<file path="src/rtl/accelerator_vector_calculus.sv">
// accelerator_vector_calculus
//
// Streaming discrete differentiator / integrator over a vector of two's-complement
// samples with a power-of-two step.
//   MODE = 0 : y[0] = 0, y[i] = (x[i] - x[i-1]) >>> k
//   MODE = 1 : y[i] = y[i-1] + (x[i] <<< k), y[-1] = 0
// SATURATE selects clamping to the DATA_SIZE signed range (1) or wrap-around (0).
//
// Ports
//   CLK             clock, rising edge
//   RST             asynchronous active-low reset
//   START           one-cycle pulse, latches MODE / SIZE_IN / STEP_IN when idle
//   READY           one-cycle pulse when the vector is complete
//   MODE            0 = differentiation, 1 = integration
//   SIZE_IN         vector length (element count)
//   STEP_IN         step exponent k (step = 2^k)
//   DATA_IN_ENABLE  DATA_IN holds a valid element this cycle
//   DATA_IN         input element x[i]
//   DATA_ENABLE     high while elements are being accepted
//   DATA_OUT_ENABLE DATA_OUT valid this cycle
//   DATA_OUT        result element y[i], one cycle after its input
module accelerator_vector_calculus #(
  parameter int unsigned DATA_SIZE    = 64,
  parameter int unsigned CONTROL_SIZE = 4,
  parameter bit          SATURATE     = 1'b1
) (
  input  logic                    CLK,
  input  logic                    RST,
  input  logic                    START,
  output logic                    READY,
  input  logic                    MODE,
  input  logic [DATA_SIZE-1:0]    SIZE_IN,
  input  logic [CONTROL_SIZE-1:0] STEP_IN,
  input  logic                    DATA_IN_ENABLE,
  input  logic [DATA_SIZE-1:0]    DATA_IN,
  output logic                    DATA_ENABLE,
  output logic                    DATA_OUT_ENABLE,
  output logic [DATA_SIZE-1:0]    DATA_OUT
);

  localparam logic signed [DATA_SIZE-1:0] MaxVal = {1'b0, {(DATA_SIZE-1){1'b1}}};
  localparam logic signed [DATA_SIZE-1:0] MinVal = {1'b1, {(DATA_SIZE-1){1'b0}}};

  typedef enum logic [1:0] {
    StarterState,
    InputState,
    EnderState
  } state_e;

  state_e                  state_q, state_d;
  logic                    mode_q;
  logic [DATA_SIZE-1:0]    size_q;
  logic [CONTROL_SIZE-1:0] step_q;
  logic [DATA_SIZE-1:0]    index_q;
  logic [DATA_SIZE-1:0]    prev_q;
  logic [DATA_SIZE-1:0]    acc_q;
  logic                    data_out_en_q;
  logic [DATA_SIZE-1:0]    data_out_q;

  logic start_take;
  logic accept;
  logic last_elem;

  assign start_take = (state_q == StarterState) && START;
  assign accept     = (state_q == InputState) && DATA_IN_ENABLE;
  // size_q >= 1 whenever InputState is reachable, so size_q - 1 never underflows here.
  assign last_elem  = (index_q == size_q - DATA_SIZE'(1));

  // ---------------------------------------------------------------------------
  // Datapath: everything is evaluated one bit wider than DATA_SIZE so the
  // difference / sum are exact before the final clamp or truncation.
  // ---------------------------------------------------------------------------
  logic signed [DATA_SIZE-1:0] din_s;
  logic signed [DATA_SIZE-1:0] shl;
  logic signed [DATA_SIZE-1:0] shl_back;
  logic signed [DATA_SIZE-1:0] shl_eff;
  logic signed [DATA_SIZE:0]   x_wide;
  logic signed [DATA_SIZE:0]   prev_wide;
  logic signed [DATA_SIZE:0]   diff_wide;
  logic signed [DATA_SIZE:0]   sum_wide;
  logic signed [DATA_SIZE:0]   res_wide;
  logic        [DATA_SIZE-1:0] y;

  assign din_s     = $signed(DATA_IN);
  assign x_wide    = {DATA_IN[DATA_SIZE-1], DATA_IN};
  assign prev_wide = {prev_q[DATA_SIZE-1], prev_q};
  assign diff_wide = x_wide - prev_wide;
  assign shl       = din_s <<< step_q;
  // A left shift lost information iff shifting back does not recover the input;
  // this also covers k >= DATA_SIZE (result 0, recoverable only for x = 0).
  assign shl_back  = shl >>> step_q;

  always_comb begin
    shl_eff = shl;
    if (SATURATE && (shl_back != din_s)) begin
      shl_eff = din_s[DATA_SIZE-1] ? MinVal : MaxVal;
    end
  end

  assign sum_wide = {acc_q[DATA_SIZE-1], acc_q} + {shl_eff[DATA_SIZE-1], shl_eff};

  always_comb begin
    res_wide = '0;
    if (mode_q) begin
      res_wide = sum_wide;
    end else if (index_q != '0) begin
      res_wide = diff_wide >>> step_q;
    end
  end

  always_comb begin
    y = res_wide[DATA_SIZE-1:0];
    if (SATURATE && (res_wide[DATA_SIZE] != res_wide[DATA_SIZE-1])) begin
      y = res_wide[DATA_SIZE] ? MinVal : MaxVal;
    end
  end

  // ---------------------------------------------------------------------------
  // Control FSM
  // ---------------------------------------------------------------------------
  always_comb begin
    state_d = state_q;
    unique case (state_q)
      StarterState: begin
        if (START) begin
          state_d = (SIZE_IN == '0) ? EnderState : InputState;
        end
      end
      InputState: begin
        if (accept && last_elem) begin
          state_d = EnderState;
        end
      end
      EnderState: state_d = StarterState;
      default:    state_d = StarterState;
    endcase
  end

  always_ff @(posedge CLK or negedge RST) begin
    if (!RST) begin
      state_q       <= StarterState;
      mode_q        <= 1'b0;
      size_q        <= '0;
      step_q        <= '0;
      index_q       <= '0;
      prev_q        <= '0;
      acc_q         <= '0;
      data_out_en_q <= 1'b0;
      data_out_q    <= '0;
    end else begin
      state_q       <= state_d;
      data_out_en_q <= accept;
      if (start_take) begin
        mode_q  <= MODE;
        size_q  <= SIZE_IN;
        step_q  <= STEP_IN;
        index_q <= '0;
        prev_q  <= '0;
        acc_q   <= '0;
      end
      if (accept) begin
        index_q    <= index_q + DATA_SIZE'(1);
        prev_q     <= DATA_IN;
        acc_q      <= y;
        data_out_q <= y;
      end
    end
  end

  assign DATA_ENABLE     = (state_q == InputState);
  assign READY           = (state_q == EnderState);
  assign DATA_OUT_ENABLE = data_out_en_q;
  assign DATA_OUT        = data_out_q;

endmodule
</file>
<file path="config.mk">
export PLATFORM = sky130hd
export DESIGN_NAME = accelerator_vector_calculus
export DESIGN_NICKNAME = d
export VERILOG_FILES = /design/src/rtl/accelerator_vector_calculus.sv
export SDC_FILE = /design/constraint.sdc
export NUM_CORES = 2
export LEC_CHECK = 0
export ABC_AREA = 1
export CORE_ASPECT_RATIO = 1.4
export CORE_MARGIN = 2
export CORE_UTILIZATION = 56
export CTS_CLUSTER_DIAMETER = 40
export DETAILED_ROUTE_END_ITERATION = 8
export PLACE_DENSITY = 0.79
export SYNTH_ARGS = -nofsm -noshare
export SYNTH_HDL_FRONTEND = slang
export SYNTH_SLANG_ARGS = --single-unit
</file>
<file path="constraint.sdc">
create_clock -name CLK -period 5 [get_ports CLK]
set_input_delay 0.5 -clock CLK [delete_from_list [all_inputs] [get_ports CLK]]
set_output_delay 0.5 -clock CLK [all_outputs]
set_load 0.02 [all_outputs]
</file>
==> impl_metrics.toml, run 1 <==
[clocking]
cts-root-buf = "clkbuf_16"
cts_made_buffers = 51
htree_levels = 2
cts_max_path_buffers = 3
clock_sinks = 328

[synthesis]
avgSynthCellArea_sq_um = 6.02
yosys_warnings = 0
syn-num-nets = 5893
synthCells = 5623
ys_types = 58
ys_seq_elements = 328
yosysMostFrequentCell = "nand2_1"
synth_common_cells = "nand2_1, nand3_1, inv_1, nor2_1, dfrtp_1"
ys_seq_area_share_pct = 24.3
syn_area_sq_um = 33800
synth_edf_count = 0
synth_top_area_share_pct = 24.3
async_reset_ff_share_pct = 100
yosys-top-cells-area = "dfrtp_1, nand2_1, nand3_1"
synth_top_area_cell = "dfrtp_1"
synth-main-ff-cell = "dfrtp_1"

[placement]
post_dp_cell_area_sq_um = 40500
dp.cells = 6997
port_buffers = 203
hpwl_um = 119000
gp_congestion = 1.09

[floorplanning]
rows = 106
die_h_um = 295
fp.dieW_um = 212
io_pins = 204
start_util_pct = 56.6

[outcome]
stop_stage = "5_1_grt"
error = "[ERROR GRT-0116] Global routing finished with congestion. Check the congestion regions in the DRC Viewer."
status = "stopped before the end"

[global_route]
grt_max_degree = 133
grt_first_pass_wirelength_um = 267000
grt_use_total_pct = 56.9
grt_pass1_vias = 46851
gr-total-overflow = 12
==> layer usage <==
metal | overflow | global-route usage [%]
met1 | 0 | 52.2
met4 | 6 | 69.2
met5 | 0 | 5.61
met2 | 6 | 86.8
met3 | 0 | 23.9
==> what timing repair did <==
item / CTS
hold buffers: 1
pin swaps: 52
cloned: 18
endpoints found under the hold margin: 92
gates resized for setup: 362
buffers inserted: 56
endpoints found under the setup margin: 128
==> cell families after synthesis <==
| family | after synthesis | share of synthesized area (%) |
|---|---|---|
| and+or+nand+nor | 3218 | 40.8 |
| xor gates and xnor gates | 159 | 4.24 |
| muxes | 67 | 1.98 |
| DFF | 328 | 24.3 |
| buffers and inverters | 917 | 10.7 |
| adders and majority gates | 133 | 4.96 |
| AOI/OAI and AO/OA | 801 | 13.1 |
==> metrics by stage <==
step                hold slack (ps)  setup slack (ps)  setup TNS, ps
detailed placement              469             -1150        -136230
CTS                             431              -477         -53180
global placement                457             -1050        -126250
floorplan                       204               228              0
==> inputs of run 2 (changes only) <==
CORE_ASPECT_RATIO = not set   (was 1.4)
CORE_UTILIZATION = 40   (was 56)
CTS_CLUSTER_DIAMETER = not set   (was 40)
PLACE_DENSITY = not set   (was 0.79)
PLACE_DENSITY_LB_ADDON = 0.15   (was not set)
clock period = 6.5 ns   (was 5 ns; I/O delays follow)
==> impl_metrics.toml, run 2 <==
[pwr]
clkPwrFrac_pct = 11.4
combPwrFrac_pct = 73.5
p_leak_nw = 20.3
p_switching_mw = 13.1
peakVddDrop_mv = 0.422
seq_power_share_pct = 15.1
power.density_nw_per_um2 = 561
intPower_mw = 9.60
switching_share_pct = 57.7

[synthesis]
synth-main-ff-cell = "dfrtp_1"
yosysMostFrequentCell = "nand2_1"
synthCells = 5623
synthAdderAreaFrac_pct = 4.96
synth_top_family_by_area = "simple AND/OR/NAND/NOR gates"
muxShareOfSynthArea_pct = 1.98
ys_seq_area_share_pct = 24.3
syn_area_sq_um = 33800
synth_edf_count = 0
avgSynthCellArea_sq_um = 6.02
synth_compound_area_share_pct = 13.1
synth-simple-area-share_pct = 40.8
synthXorXnorAreaFrac_pct = 4.24
ys_seq_elements = 328
synth_common_cells = "nand2_1, nand3_1, inv_1, nor2_1, dfrtp_1"
synth_top_area_share_pct = 24.3
ys_types = 58
synth_top_area_cell = "dfrtp_1"
async_reset_ff_share_pct = 100
yosys-top-cells-area = "dfrtp_1, nand2_1, nand3_1"
yosys_warnings = 0
syn-num-nets = 5893

[placement]
port_buffers = 203
gp_congestion = 1.08
post_dp_cell_area_sq_um = 38700
hpwl_um = 130000

[setup_path]
cp_top_family = "compound AO/OA/AOI/OAI gates"
path_buf_inv = 5
cp.arrival_ps = 6730
cp.required_ps = 7010
cpMostUsedCell = "nand2_1"
critPathLaunchType = "flop"
path_depth = 24
endpoint_kind = "flop"
reg2regPathDepth = 24
worstPathCellList = "buf_12, buf_4, o21ai_0, mux2i_1, mux2i_1, o21ai_0, nand3_1, nand2_1, inv_1, ha_1, nand2_1, nor2_1, inv_1, o21ai_0, a21oi_1, o211ai_1, a21boi_0, buf_4, nor2_1, nor2_1, nor2_1, nand2_1, nand2_1, nand2_1"
slowest_delay_ps = 710
cpMaxStageDelayCell = "mux2i_1"
path_class = "reg -> reg"
critical_path.max_fanout = 42

[hold_path]
min_path_cells = 2
hold_path_class = "reg -> reg"

[route]
drt-pass1-iter-count = 6
drt_iter0_markers = 4540
routed_via_density = 5.54
vias = 39496
drc = 0
wl_um = 159000
wire_per_inst_um = 22.3
ant_nets = 0

[floorplanning]
dieArea_sq_um = 86900
start_util_pct = 40.4
io_pins = 204
die_h_um = 295
rows = 106
fp.dieW_um = 295
coreArea_sq_um = 83700

[timing]
fmax_mhz = 161
hold_viol_final = 0
min_period_ps = 6220
worst_slew_pin_slew_ps = 1420
period_share_pct = 95.7
drv_slew = 0
clock_skew_ps = 20.1
slew_headroom_pct = 4.50
setup-violations-final = 0

[cells_and_area]
finalInstanceArea_sq_um = 40500
nets = 6226
layout-drive-gt1-share_pct = 8.45
multiInputGateArea_sq_um = 22100
seqCellArea_sq_um = 8220
nFillCells = 8959
area_delta_synth_final_pct = 19.6
layout_common_cells = "nand2_1, nand3_1, inv_1, nor2_1, dfrtp_1"
layout_commonest_cell = "nand2_1"
utilization_pct = 48.3

[global_route]
antenna_found_initial = 2
grt_pass1_vias = 36751
grt_use_total_pct = 36.0
gr-total-overflow = 0
grt_max_degree = 148
grt_first_pass_wirelength_um = 235000

[clocking]
clk_pin_slew_ps = 60
clock_latency_ps = 640
cts_made_buffers = 41
cts_max_path_buffers = 3
htree_levels = 2
clock_sinks = 328
cts_tree = "done"
cts-root-buf = "clkbuf_16"

[outcome]
status = "completed"

[flow_run]
drv_cap = 0
==> run 2: cell counts after synthesis <==
No cell type changed its count.
==> run 2: logic make-up after synthesis <==
kind of cell / count (synthesis)
mux: 67
compound gates: 801
buf+inv: 917
flops: 328
simple gates: 3218
xor+xnor: 159
fa+ha+maj: 133
==> run 2: cell type report <==
| type | count | area share (%) |
|---|---|---|
| Clock buffer | 53 | 2.77 |
| Inverter | 696 | 6.47 |
| Multi-Input combinational cell | 4378 | 54.6 |
| Clock inverter | 22 | 0.925 |
| Timing Repair Buffer | 511 | 11.4 |
| Antenna cell | 4 | 0.0247 |
| Tap cell | 1134 | 3.51 |
| Sequential cell | 328 | 20.3 |
==> run 2: final timing paths <==
path / from / to / slack, ps
max: step_q[0]$_DFFE_PN0P_ / acc_q[53]$_DFFE_PN0P_ / 280
min: DATA_OUT[38]$_DFFE_PN0P_ / DATA_OUT[38]$_DFFE_PN0P_ / 470
max reg2reg: step_q[0]$_DFFE_PN0P_ / acc_q[53]$_DFFE_PN0P_ / 280
min reg2reg: DATA_OUT[38]$_DFFE_PN0P_ / DATA_OUT[38]$_DFFE_PN0P_ / 470
max in group asynchronous: RST / size_q[51]$_DFFE_PN0P_ / 4610
min in group asynchronous: RST / prev_q[56]$_DFFE_PN0P_ / 580
==> run 2: worst register-to-register path, delay by kind of cell (launching register included) <==
family,cells,cell delay [ps]
compound gates,6,1970
fa+ha+maj,1,390
buf+inv,5,990
flops,1,530
mux,2,1130
simple gates,10,1090
==> run 2: through the flow <==
stage          hold WS (ps)  TNS, ps  worst slack [ps]  total power, mW  instances
5_1_grt                 495     -272             -38.6             24.2       7122
3_5_place_dp            465   -10460              -177             19.5       7033
4_1_cts                 481        0              27.4             22.2       7109
6_report                474        0               281             22.7       7126
3_3_place_gp            461   -16250              -213             19.5       7033
2_1_floorplan           354        0              1620             12.8       5623
==> run 2: power by group through the flow <==
stage	sequential, mW	combinational (mW)	clock (mW)
finish	3.43	16.7	2.58
floorplan	3.40	9.35	0
CTS	3.46	16.1	2.64
detailed placement	3.48	16.0	0
global placement	3.48	16.0	0
global route	3.51	17.9	2.72
==> run 2: repair_timing <==
item                                   CTS  global route
hold buffers                             1             0
buffers inserted                         0            10
endpoints found under the hold margin   28             0
setup endpoints to repair                0           126
resized for setup                        0            17
==> run 2: metal layers <==
layer	wire, um	global-route usage, %
met4	5490	11.1
met2	66900	54.2
met5	0	0
met3	13500	7.12
met1	73200	51.4
Power figures use the tool's default switching activity.
==> edit: new RTL, settings of run 2 <==
The parameter `SATURATE` goes from 1'b1 to 1'b0.
--- a/src/rtl/accelerator_vector_calculus.sv
+++ b/src/rtl/accelerator_vector_calculus.sv
@@ -23,5 +23,5 @@
   parameter int unsigned DATA_SIZE    = 64,
   parameter int unsigned CONTROL_SIZE = 4,
-  parameter bit          SATURATE     = 1'b1
+  parameter bit          SATURATE     = 1'b0
 ) (
   input  logic                    CLK,
Behaviour: not the same (Yosys sat finds a counterexample within 4 cycles, from zero or initial values and one cycle with RST low).
==> edit against run 2 <==
- setup slack improved by 410 ps
- synthesized area decreased by 4.4%
- hold slack got worse by 460 ps
- sequential cell count is the same
- clock power fell by 3%
- sequential power about the same
- final area decreased by 9.2%
- routed wire length shrank 14%
- clock skew grew 28 ps
- total power down 8.7%
- critical path type unchanged
- highest routed layer unchanged
==> edit: results (changes against run 2) <==
Run status: complete, no violations (unchanged). The power spent charging and discharging nets was 12.1 mW (was 13.1 mW). The maximum buffer depth of the clock tree came out at 3 (unchanged).

The number of buffers inserted by post-CTS setup repair came to 0 (unchanged). The cell leakage power came out at 18.3 nW (was 20.3 nW). The clock transition at the register clock pins on the worst setup and hold paths after CTS is 60 ps (about the same). The slew of the pin with the lowest slew margin was 1170 ps (was 1420 ps).

The commonest register cell after synthesis is dfrtp_1 (unchanged). Most numerous cell types in the synthesized netlist: 1806 x nand2_1, 701 x inv_1, 555 x nand3_1 (was 1688 x nand2_1, 740 x nand3_1, 690 x inv_1). The area share of the largest cell type after synthesis came out at 25.4% (was 24.3%). The worst hold-check path type is input pin to asynchronous set/reset pin (was flip-flop to flip-flop). The detailed-route via count is 35300 (was 39500). The maximum number of pins on one net before global-route repair is 139 (was 148). The post-synthesis sequential area ratio came to 25.4% (was 24.3%). The number of buffers added on ports is 203 (unchanged). The number of H-tree branching levels came to 2 (unchanged).

The initial DRC count came out at 3581 (was 4540). The iteration count of the initial detailed-routing pass came out at 7 (was 6). The proportion of layout cells with a drive suffix above 1 is 3.50% (was 8.45%). The clock latency on the worst-skew pair is 610 ps (was 640 ps). The average routed wire per standard cell came out at 20.9 µm (was 22.3 µm).

The final net count is 5723 (was 6226). The arrival time at the worst endpoint came out at 6350 ps (was 6730 ps). The net count after synthesis came out at 5627 (was 5893). The reg-to-reg startpoint is step_q[0]$_DFFE_PN0P_ (unchanged). The placer's final routability congestion estimate came out at 1.01 (was 1.08). The design internal power was 8.63 mW (was 9.60 mW). The initial antenna violation count came to 0 (was 2).

The antenna diode count came to 0 (was 4). Largest cells by area after synthesis: dfrtp_1 25%, nand2_1 21%, nand3_1 8.6% (was dfrtp_1 24%, nand2_1 19%, nand3_1 11%). The async set-reset flop share out of synthesis came to 100% (unchanged). The count of cell types in the netlist is 58 (unchanged). The via count of the first global-routing pass is 33200 (was 36800). The global router's overall resource usage came to 32.4% (was 36.0%).

The largest vdd supply drop is 0.298 mV (was 0.422 mV). The number of CTS-inserted buffers came out at 41 (unchanged). The global-route wire length before repair was 204000 µm (was 235000 µm). The critical setup path kind is flip-flop to flip-flop (unchanged). The quantity of gates resized following cts came out at 0 (unchanged).

The count of synthesis-stage warnings from yosys came out at 0 (unchanged). The total grt overflow came out at 0 (unchanged). The post-DP HPWL came to 111000 µm (was 130000 µm). The worst setup skew after layout is 48.5 ps (was 20.1 ps). The highest net fanout along the worst path came out at 87 (was 42).

The clock tree root driver cell is clkbuf_16 (unchanged).
==> edit: changes by cell type after synthesis, sizes merged, moves of 22 or more <==
cell | run 2 | this run
nand3 | 743 | 559
nand2 | 1737 | 1819
a21oi | 255 | 213
buf | 101 | 61
nand4 | 79 | 48
nor2 | 479 | 456
a31oi | 47 | 25
==> edit: path summary, 6_finish.rpt <==
check / to / slack [ps] / cells past startpoint
max in group asynchronous: prev_q[39]$_DFFE_PN0P_ / 5180 / 2
max: acc_q[61]$_DFFE_PN0P_ / 700 / 18
min: index_q[2]$_DFFE_PN0P_ / 10 / 1
min in group CLK: DATA_OUT[20]$_DFFE_PN0P_ / 480 / 2
min reg2reg: DATA_OUT[20]$_DFFE_PN0P_ / 480 / 2
max reg2reg: acc_q[61]$_DFFE_PN0P_ / 700 / 18
==> edit: critical path: stages, from the launching register on <==
cell     delay (ps)
dfrtp_4         920
buf_12          390
buf_4           380
o21ai_0         380
mux2i_1         490
mux2i_1         180
nand2_1         200
o21ai_0         240
ha_1            450
nand2_1         130
nor2_1          100
inv_1            80
nor4_1          730
nand3_1         380
nand3_1         180
nand2_1          50
o21ai_0         180
nand2_1         120
nand2_1          80
==> edit: cell families after synthesis <==
group	Yosys count	share of synthesized area, %
multiplexers	88	2.72
adder cells (fa/ha/maj)	132	5.15
AND/OR/NAND/NOR	3060	40.0
flip-flops	328	25.4
buffers and inverters	890	10.4
AO/OA/AOI/OAI	690	11.7
XOR/XNOR	170	4.73
==> edit: stage by stage <==
step                std cells  worst slack (ps)  area (µm²)  hold WS, ps  utilization, %
finish                   6546               695       36700         10.9            45.8
global route             6546               362       36700         35.3            45.8
CTS                      6546               895       36700         16.8            45.8
detailed placement       6471               928       35300          465            44.0
global placement         6471               735       35300          462            44.0
floorplan                5358              2800       32400          354               -
==> edit: power by group through the flow <==
stage | logic [mW] | registers (mW) | clock network (mW)
after global placement | 14.5 | 3.45 | 0
after detailed placement | 14.5 | 3.46 | 0
after floorplan | 9.63 | 3.30 | 0
final | 14.8 | 3.44 | 2.50
after global routing | 16.2 | 3.54 | 2.63
after CTS | 14.5 | 3.43 | 2.55
==> edit: layout make-up <==
cell class | count | area (µm²)
inverter | 711 | 2670
tap | 1060 | 1330
multi-input combinational | 4140 | 20800
clock inverter | 22 | 314
clock buffer | 53 | 1120
timing repair buffer | 232 | 2280
fill | 8707 | 43500
sequential | 328 | 8220
==> edit: metal layers <==
layer  up-vias  GRT usage, %  part of all wire, %
met3       240          3.70                  6.1
li1      17500             -                    -
met1     16300          42.4                   43
met2      1328          53.3                   46
met5         -             0                    0
met4         0          15.7                  5.5
